==> config.mk <==
export PLATFORM = sky130hd
export DESIGN_NAME = regfile_sb_flat
export DESIGN_NICKNAME = d
export VERILOG_FILES = /design/src/rtl/regfile_sb_if.sv /design/src/rtl/regfile_sb.sv /design/src/flat_wrapper.sv
export SDC_FILE = /design/constraint.sdc
export NUM_CORES = 2
export LEC_CHECK = 0
export ABC_AREA = 1
export CORE_ASPECT_RATIO = 0.5
export CORE_MARGIN = 2
export CORE_UTILIZATION = 50
export DETAILED_ROUTE_END_ITERATION = 10
export MAX_ROUTING_LAYER = met4
export PLACE_DENSITY = 0.63
export SLEW_MARGIN = 20
export SYNTH_ARGS = -nofsm -noshare
export SYNTH_HDL_FRONTEND = slang
export SYNTH_SLANG_ARGS = --single-unit
export TNS_END_PERCENT = 1
==> constraint.sdc <==
create_clock -name clk -period 77.8 [get_ports clk]
set_clock_uncertainty 0.1 [all_clocks]
set_input_delay 15.56 -clock clk [delete_from_list [all_inputs] [get_ports clk]]
set_output_delay 15.56 -clock clk [all_outputs]
set_load 0.1 [all_outputs]
==> src/rtl/regfile_sb_if.sv <==
// Register-file access bundle: writeback port, two read ports and scoreboard set/status.
interface regfile_sb_if #(
    parameter int unsigned DATA_W = 32,
    parameter int unsigned ADDR_W = 5
);
    logic              ctrl_writeEnable;
    logic [ADDR_W-1:0] ctrl_writeReg;
    logic [DATA_W-1:0] data_writeReg;
    logic [ADDR_W-1:0] ctrl_readRegA;
    logic [ADDR_W-1:0] ctrl_readRegB;
    logic [DATA_W-1:0] data_readRegA;
    logic [DATA_W-1:0] data_readRegB;
    logic              sb_set;
    logic [ADDR_W-1:0] sb_setReg;
    logic              busy_A;
    logic              busy_B;
    logic              any_busy;

    modport master (
        output ctrl_writeEnable, ctrl_writeReg, data_writeReg,
        output ctrl_readRegA, ctrl_readRegB, sb_set, sb_setReg,
        input  data_readRegA, data_readRegB, busy_A, busy_B, any_busy
    );

    modport slave (
        input  ctrl_writeEnable, ctrl_writeReg, data_writeReg,
        input  ctrl_readRegA, ctrl_readRegB, sb_set, sb_setReg,
        output data_readRegA, data_readRegB, busy_A, busy_B, any_busy
    );
endinterface

==> src/rtl/regfile_sb.sv <==
// Architectural register file (1W/2R, optional write bypass) with a per-register
// pending-write scoreboard used by decode to stall on outstanding multicycle ops.
module regfile_sb #(
    parameter int unsigned DATA_W = 32,
    parameter int unsigned ADDR_W = 5,
    parameter bit          BYPASS = 1'b1
) (
    input  logic           clk,
    input  logic           clr,
    regfile_sb_if.slave    bus
);
    localparam int unsigned NREG = 1 << ADDR_W;

    logic [DATA_W-1:0] regs [NREG];
    logic [NREG-1:0]   busy;
    logic [NREG-1:0]   busy_nxt;

    logic              wr_hit;
    logic              set_hit;
    logic [DATA_W-1:0] rd_a;
    logic [DATA_W-1:0] rd_b;
    logic              bz_a;
    logic              bz_b;

    // Register 0 is never written and never marked busy.
    assign wr_hit  = bus.ctrl_writeEnable && (bus.ctrl_writeReg != '0);
    assign set_hit = bus.sb_set && (bus.sb_setReg != '0);

    // Writeback retires the pending bit; a same-cycle issue to the same register wins.
    always_comb begin
        busy_nxt = busy;
        if (wr_hit)
            busy_nxt[bus.ctrl_writeReg] = 1'b0;
        if (set_hit)
            busy_nxt[bus.sb_setReg] = 1'b1;
        busy_nxt[0] = 1'b0;
    end

    always_ff @(posedge clk or posedge clr) begin
        if (clr) begin
            for (int i = 0; i < int'(NREG); i++)
                regs[i] <= '0;
            busy <= '0;
        end else begin
            if (wr_hit)
                regs[bus.ctrl_writeReg] <= bus.data_writeReg;
            busy <= busy_nxt;
        end
    end

    // Read ports: forwarding is suppressed during clr so outputs show the cleared state.
    always_comb begin
        rd_a = regs[bus.ctrl_readRegA];
        rd_b = regs[bus.ctrl_readRegB];
        bz_a = busy[bus.ctrl_readRegA];
        bz_b = busy[bus.ctrl_readRegB];
        if (BYPASS && !clr && wr_hit) begin
            if (bus.ctrl_writeReg == bus.ctrl_readRegA) begin
                rd_a = bus.data_writeReg;
                if (!(set_hit && (bus.sb_setReg == bus.ctrl_readRegA)))
                    bz_a = 1'b0;
            end
            if (bus.ctrl_writeReg == bus.ctrl_readRegB) begin
                rd_b = bus.data_writeReg;
                if (!(set_hit && (bus.sb_setReg == bus.ctrl_readRegB)))
                    bz_b = 1'b0;
            end
        end
    end

    assign bus.data_readRegA = rd_a;
    assign bus.data_readRegB = rd_b;
    assign bus.busy_A        = bz_a;
    assign bus.busy_B        = bz_b;
    assign bus.any_busy      = |busy;
endmodule

==> src/flat_wrapper.sv <==
// flat-port wrapper written by rule: the top's interface ports become plain ports
module regfile_sb_flat 
#(
    parameter int unsigned DATA_W = 32,
    parameter int unsigned ADDR_W = 5,
    parameter bit          BYPASS = 1'b1
)
  (clk, clr, bus_ctrl_writeEnable, bus_ctrl_writeReg, bus_data_writeReg, bus_ctrl_readRegA, bus_ctrl_readRegB, bus_sb_set, bus_sb_setReg, bus_data_readRegA, bus_data_readRegB, bus_busy_A, bus_busy_B, bus_any_busy);
  regfile_sb_if #(.DATA_W(DATA_W), .ADDR_W(ADDR_W)) bus_i ();
  input  logic clk;
  input  logic clr;
  input wire logic [$bits(bus_i.ctrl_writeEnable)-1:0] bus_ctrl_writeEnable;
  input wire logic [$bits(bus_i.ctrl_writeReg)-1:0] bus_ctrl_writeReg;
  input wire logic [$bits(bus_i.data_writeReg)-1:0] bus_data_writeReg;
  input wire logic [$bits(bus_i.ctrl_readRegA)-1:0] bus_ctrl_readRegA;
  input wire logic [$bits(bus_i.ctrl_readRegB)-1:0] bus_ctrl_readRegB;
  input wire logic [$bits(bus_i.sb_set)-1:0] bus_sb_set;
  input wire logic [$bits(bus_i.sb_setReg)-1:0] bus_sb_setReg;
  output wire logic [$bits(bus_i.data_readRegA)-1:0] bus_data_readRegA;
  output wire logic [$bits(bus_i.data_readRegB)-1:0] bus_data_readRegB;
  output wire logic [$bits(bus_i.busy_A)-1:0] bus_busy_A;
  output wire logic [$bits(bus_i.busy_B)-1:0] bus_busy_B;
  output wire logic [$bits(bus_i.any_busy)-1:0] bus_any_busy;
  assign bus_i.ctrl_writeEnable = bus_ctrl_writeEnable;
  assign bus_i.ctrl_writeReg = bus_ctrl_writeReg;
  assign bus_i.data_writeReg = bus_data_writeReg;
  assign bus_i.ctrl_readRegA = bus_ctrl_readRegA;
  assign bus_i.ctrl_readRegB = bus_ctrl_readRegB;
  assign bus_i.sb_set = bus_sb_set;
  assign bus_i.sb_setReg = bus_sb_setReg;
  assign bus_data_readRegA = bus_i.data_readRegA;
  assign bus_data_readRegB = bus_i.data_readRegB;
  assign bus_busy_A = bus_i.busy_A;
  assign bus_busy_B = bus_i.busy_B;
  assign bus_any_busy = bus_i.any_busy;
  regfile_sb #(.DATA_W(DATA_W), .ADDR_W(ADDR_W), .BYPASS(BYPASS)) u_core (.clk(clk), .clr(clr), .bus(bus_i));
endmodule
==> flow_metrics.tcl <==
set metrics [dict create \
    outcome "completed" \
    clock.fmax_mhz 27.2 \
    design_area_mm2 0.0667 \
    antenna_found_initial 13 \
    grt_first_pass_wirelength_um 366000 \
    avgSynthCellArea_um2 6.67 \
    ant_nets 0 \
    ys.warnings.count 0 \
    max-vdd-ir-drop_mv 0.0163 \
    dr.pass1.iters 6 \
    hold_viol_final 0 \
    cts.htree.levels 3 \
    die_x_um 502 \
    yosys.cell_count.top_type "nand2_1" \
    nets 8901 \
    crit_buf_inv 6 \
    cts.clk_slew.worst_paths_ns 0.06 \
    maxCapViolCount 0 \
    critPathKind "input pin to output port" \
    slew_violations 0 \
    crit_fanout 115 \
    pre_cts_ws_ns 41.25 \
    finalWirelength_um 243000 \
    fp-row-count 91 \
    fin_tns_setup_ns 0 \
    placed_cell_area_mm2 0.0632 \
    cts_hold_buf 0 \
    dieArea_mm2 0.127 \
    final_core_util_pct 54.2 \
    die_y_um 253 \
    cts-buffers-inserted 100 \
    ys_seq_area_share_pct 42.6 \
    cts_tree "yes" \
    hold_ws_ns 0.275 \
    slowest_delay_ns 1.00 \
    clock-sinks 1055 \
    synth_edf_count 0 \
    min_path_type "flip-flop to flip-flop" \
    core_mm2 0.123 \
    routedWlPerCell_um 22.9 \
    vias 62200 \
    cp.required_ns 62.14 \
    synthCells 9297 \
    cts_buffer_depth 3 \
    yosys-top-cells-count "3185 x nand2_1, 1962 x nand3_1, 1062 x inv_1" \
    synth_top_cell_by_area "dfrtp_1" \
    grt_max_degree 173 \
    tightest_slew_ns 1.37 \
    async_flop_share_pct 100 \
    first_global_vias 56600 \
    track_usage_pct 39.0 \
    cts_root_buf "clkbuf_16" \
    timing.critical_path.mode_cell "nand3_1" \
    worst_slack_ns 41.02 \
    cts-resized-gates 0 \
    fin_crit_ns 36.78 \
    area.growth.synth_to_final_pct 7.58 \
    syn_nets 9353 \
    synth_top_area_share_pct 42.6 \
    start_util_pct 50.4 \
    arrival_ns 21.12 \
    crit_path_start_kind "input pin" \
    period_share_pct 47.3 \
    crit_chain "buf_8 > inv_8 > buf_4 > buf_4 > buf_4 > nand2_1 > nand3_1 > nand3_1 > nand3_1 > nand3_1 > nand3_1 > nand2_1 > clkdlybuf4s50_1" \
    p_per_area_mw_per_mm2 25.3 \
    slew_headroom_pct 8.40 \
    leakage_nw 32.0 \
    gr-total-overflow 0 \
    io_buffers 122 \
    ys_ff_latch 1055 \
    setup_viol 0 \
    end_kind "output port" \
    synth_area_mm2 0.0620 \
    gp_congestion 0.914 \
    synth_top_cells_by_area "dfrtp_1 43%, nand2_1 19%, nand3_1 16%" \
    cp_top_family "buffers and inverters" \
    drive_gt1_share_pct 3.93 \
    dpl.hpwl_um 133000 \
    post_cts_buffers 0 \
    via_per_inst 5.87 \
    initialDrtViolationCount 8961 \
    drcViolationCount 0 \
    yosysUniqueCellTypes 32 \
    synth-main-ff-cell "dfrtp_1" \
    clkLatencyLatePin_ns 0.73 \
    ioPinCount 123 \
    crit_slowest_cell "clkdlybuf4s50_1" \
    rsz0062_at_grt "no" \
]
cell usage in the layout (no fill, tap or decap), drive strengths merged:
master         Yosys  final
a21oi              7      7
a22oi              1      1
a32o               1      1
buf              396    138
bufinv             0     10
clkbuf           408    150
clkdlybuf4s50      0    112
clkinv             4     17
clkinvlp           0      2
dfrtp           1055   1055
diode              0     10
inv             1072   1079
nand2           3189   3189
nand3           1962   1962
nand4              7      7
nor2              41     41
nor3              10     10
nor4               8      8
o211ai            84     84
o21ai           1029   1029
o22ai             12     12
o41ai              1      1
or2                1      1
xnor2              4      4
xor2               5      5
final cells by class:
cell class / count / area (um2)
Inverter: 1076 / 4100
Clock inverter: 32 / 449
Multi-Input combinational cell: 6362 / 28400
Sequential cell: 1055 / 26400
Tap cell: 1674 / 2090
Clock buffer: 150 / 2890
Timing Repair Buffer: 250 / 2340
Fill cell: 12100 / 56400
Antenna cell: 10 / 25.0
worst paths after layout:
path,from,endpoint,slack (ns),cells past startpoint
setup / recovery,bus_ctrl_readRegB[0],bus_data_readRegB[20],41.02,13
hold / removal,u_core.regs[1020],u_core.regs[1020],0.28,0
setup reg to reg,u_core.busy[11],u_core.busy[11],76.76,2
hold reg to reg,u_core.regs[1020],u_core.regs[1020],0.28,0
max in group asynchronous,clr,u_core.regs[508],58.98,5
min in group asynchronous,clr,u_core.regs[426],15.38,2
per-stage QoR:
| step | cells | total power, mW |
|---|---|---|
| 6_report | 10600 | 1.69 |
| 5_1_grt | 10600 | 1.78 |
| 4_1_cts | 10600 | 1.68 |
| 3_5_place_dp | 10400 | 1.16 |
| 3_3_place_gp | 10400 | 1.15 |
| 2_1_floorplan | 9297 | 1.05 |
sequential cells by signal (all words and copies together), names as in the netlist:
signal / count
u_core.regs: 1024
u_core.busy: 31
kinds of logic (layout without fill, tap and decap cells):
kind of cell,after synthesis,after routing,synth area share (%)
simple gates,5218,5218,35.8
buf+inv,1880,1508,11.9
compound gates,1135,1135,9.55
flops,1055,1055,42.6
xor+xnor,9,9,0.127
other cells,0,10,0
power by group:
group | switching, mW | internal, mW
Clock | 0.233 | 0.290
Sequential | 0.0405 | 0.669
Combinational | 0.321 | 0.131
Total | 0.595 | 1.09
routing by layer:
metal	vias to the layer above	global-route usage [%]	share of wire, %
met4	0	13.9	3.8
met2	3883	55.0	42
li1	28600	-	-
met5	-	-	0
met1	29200	54.5	42
met3	594	9.51	13
Note: power is estimated with default switching activity, not from simulation.
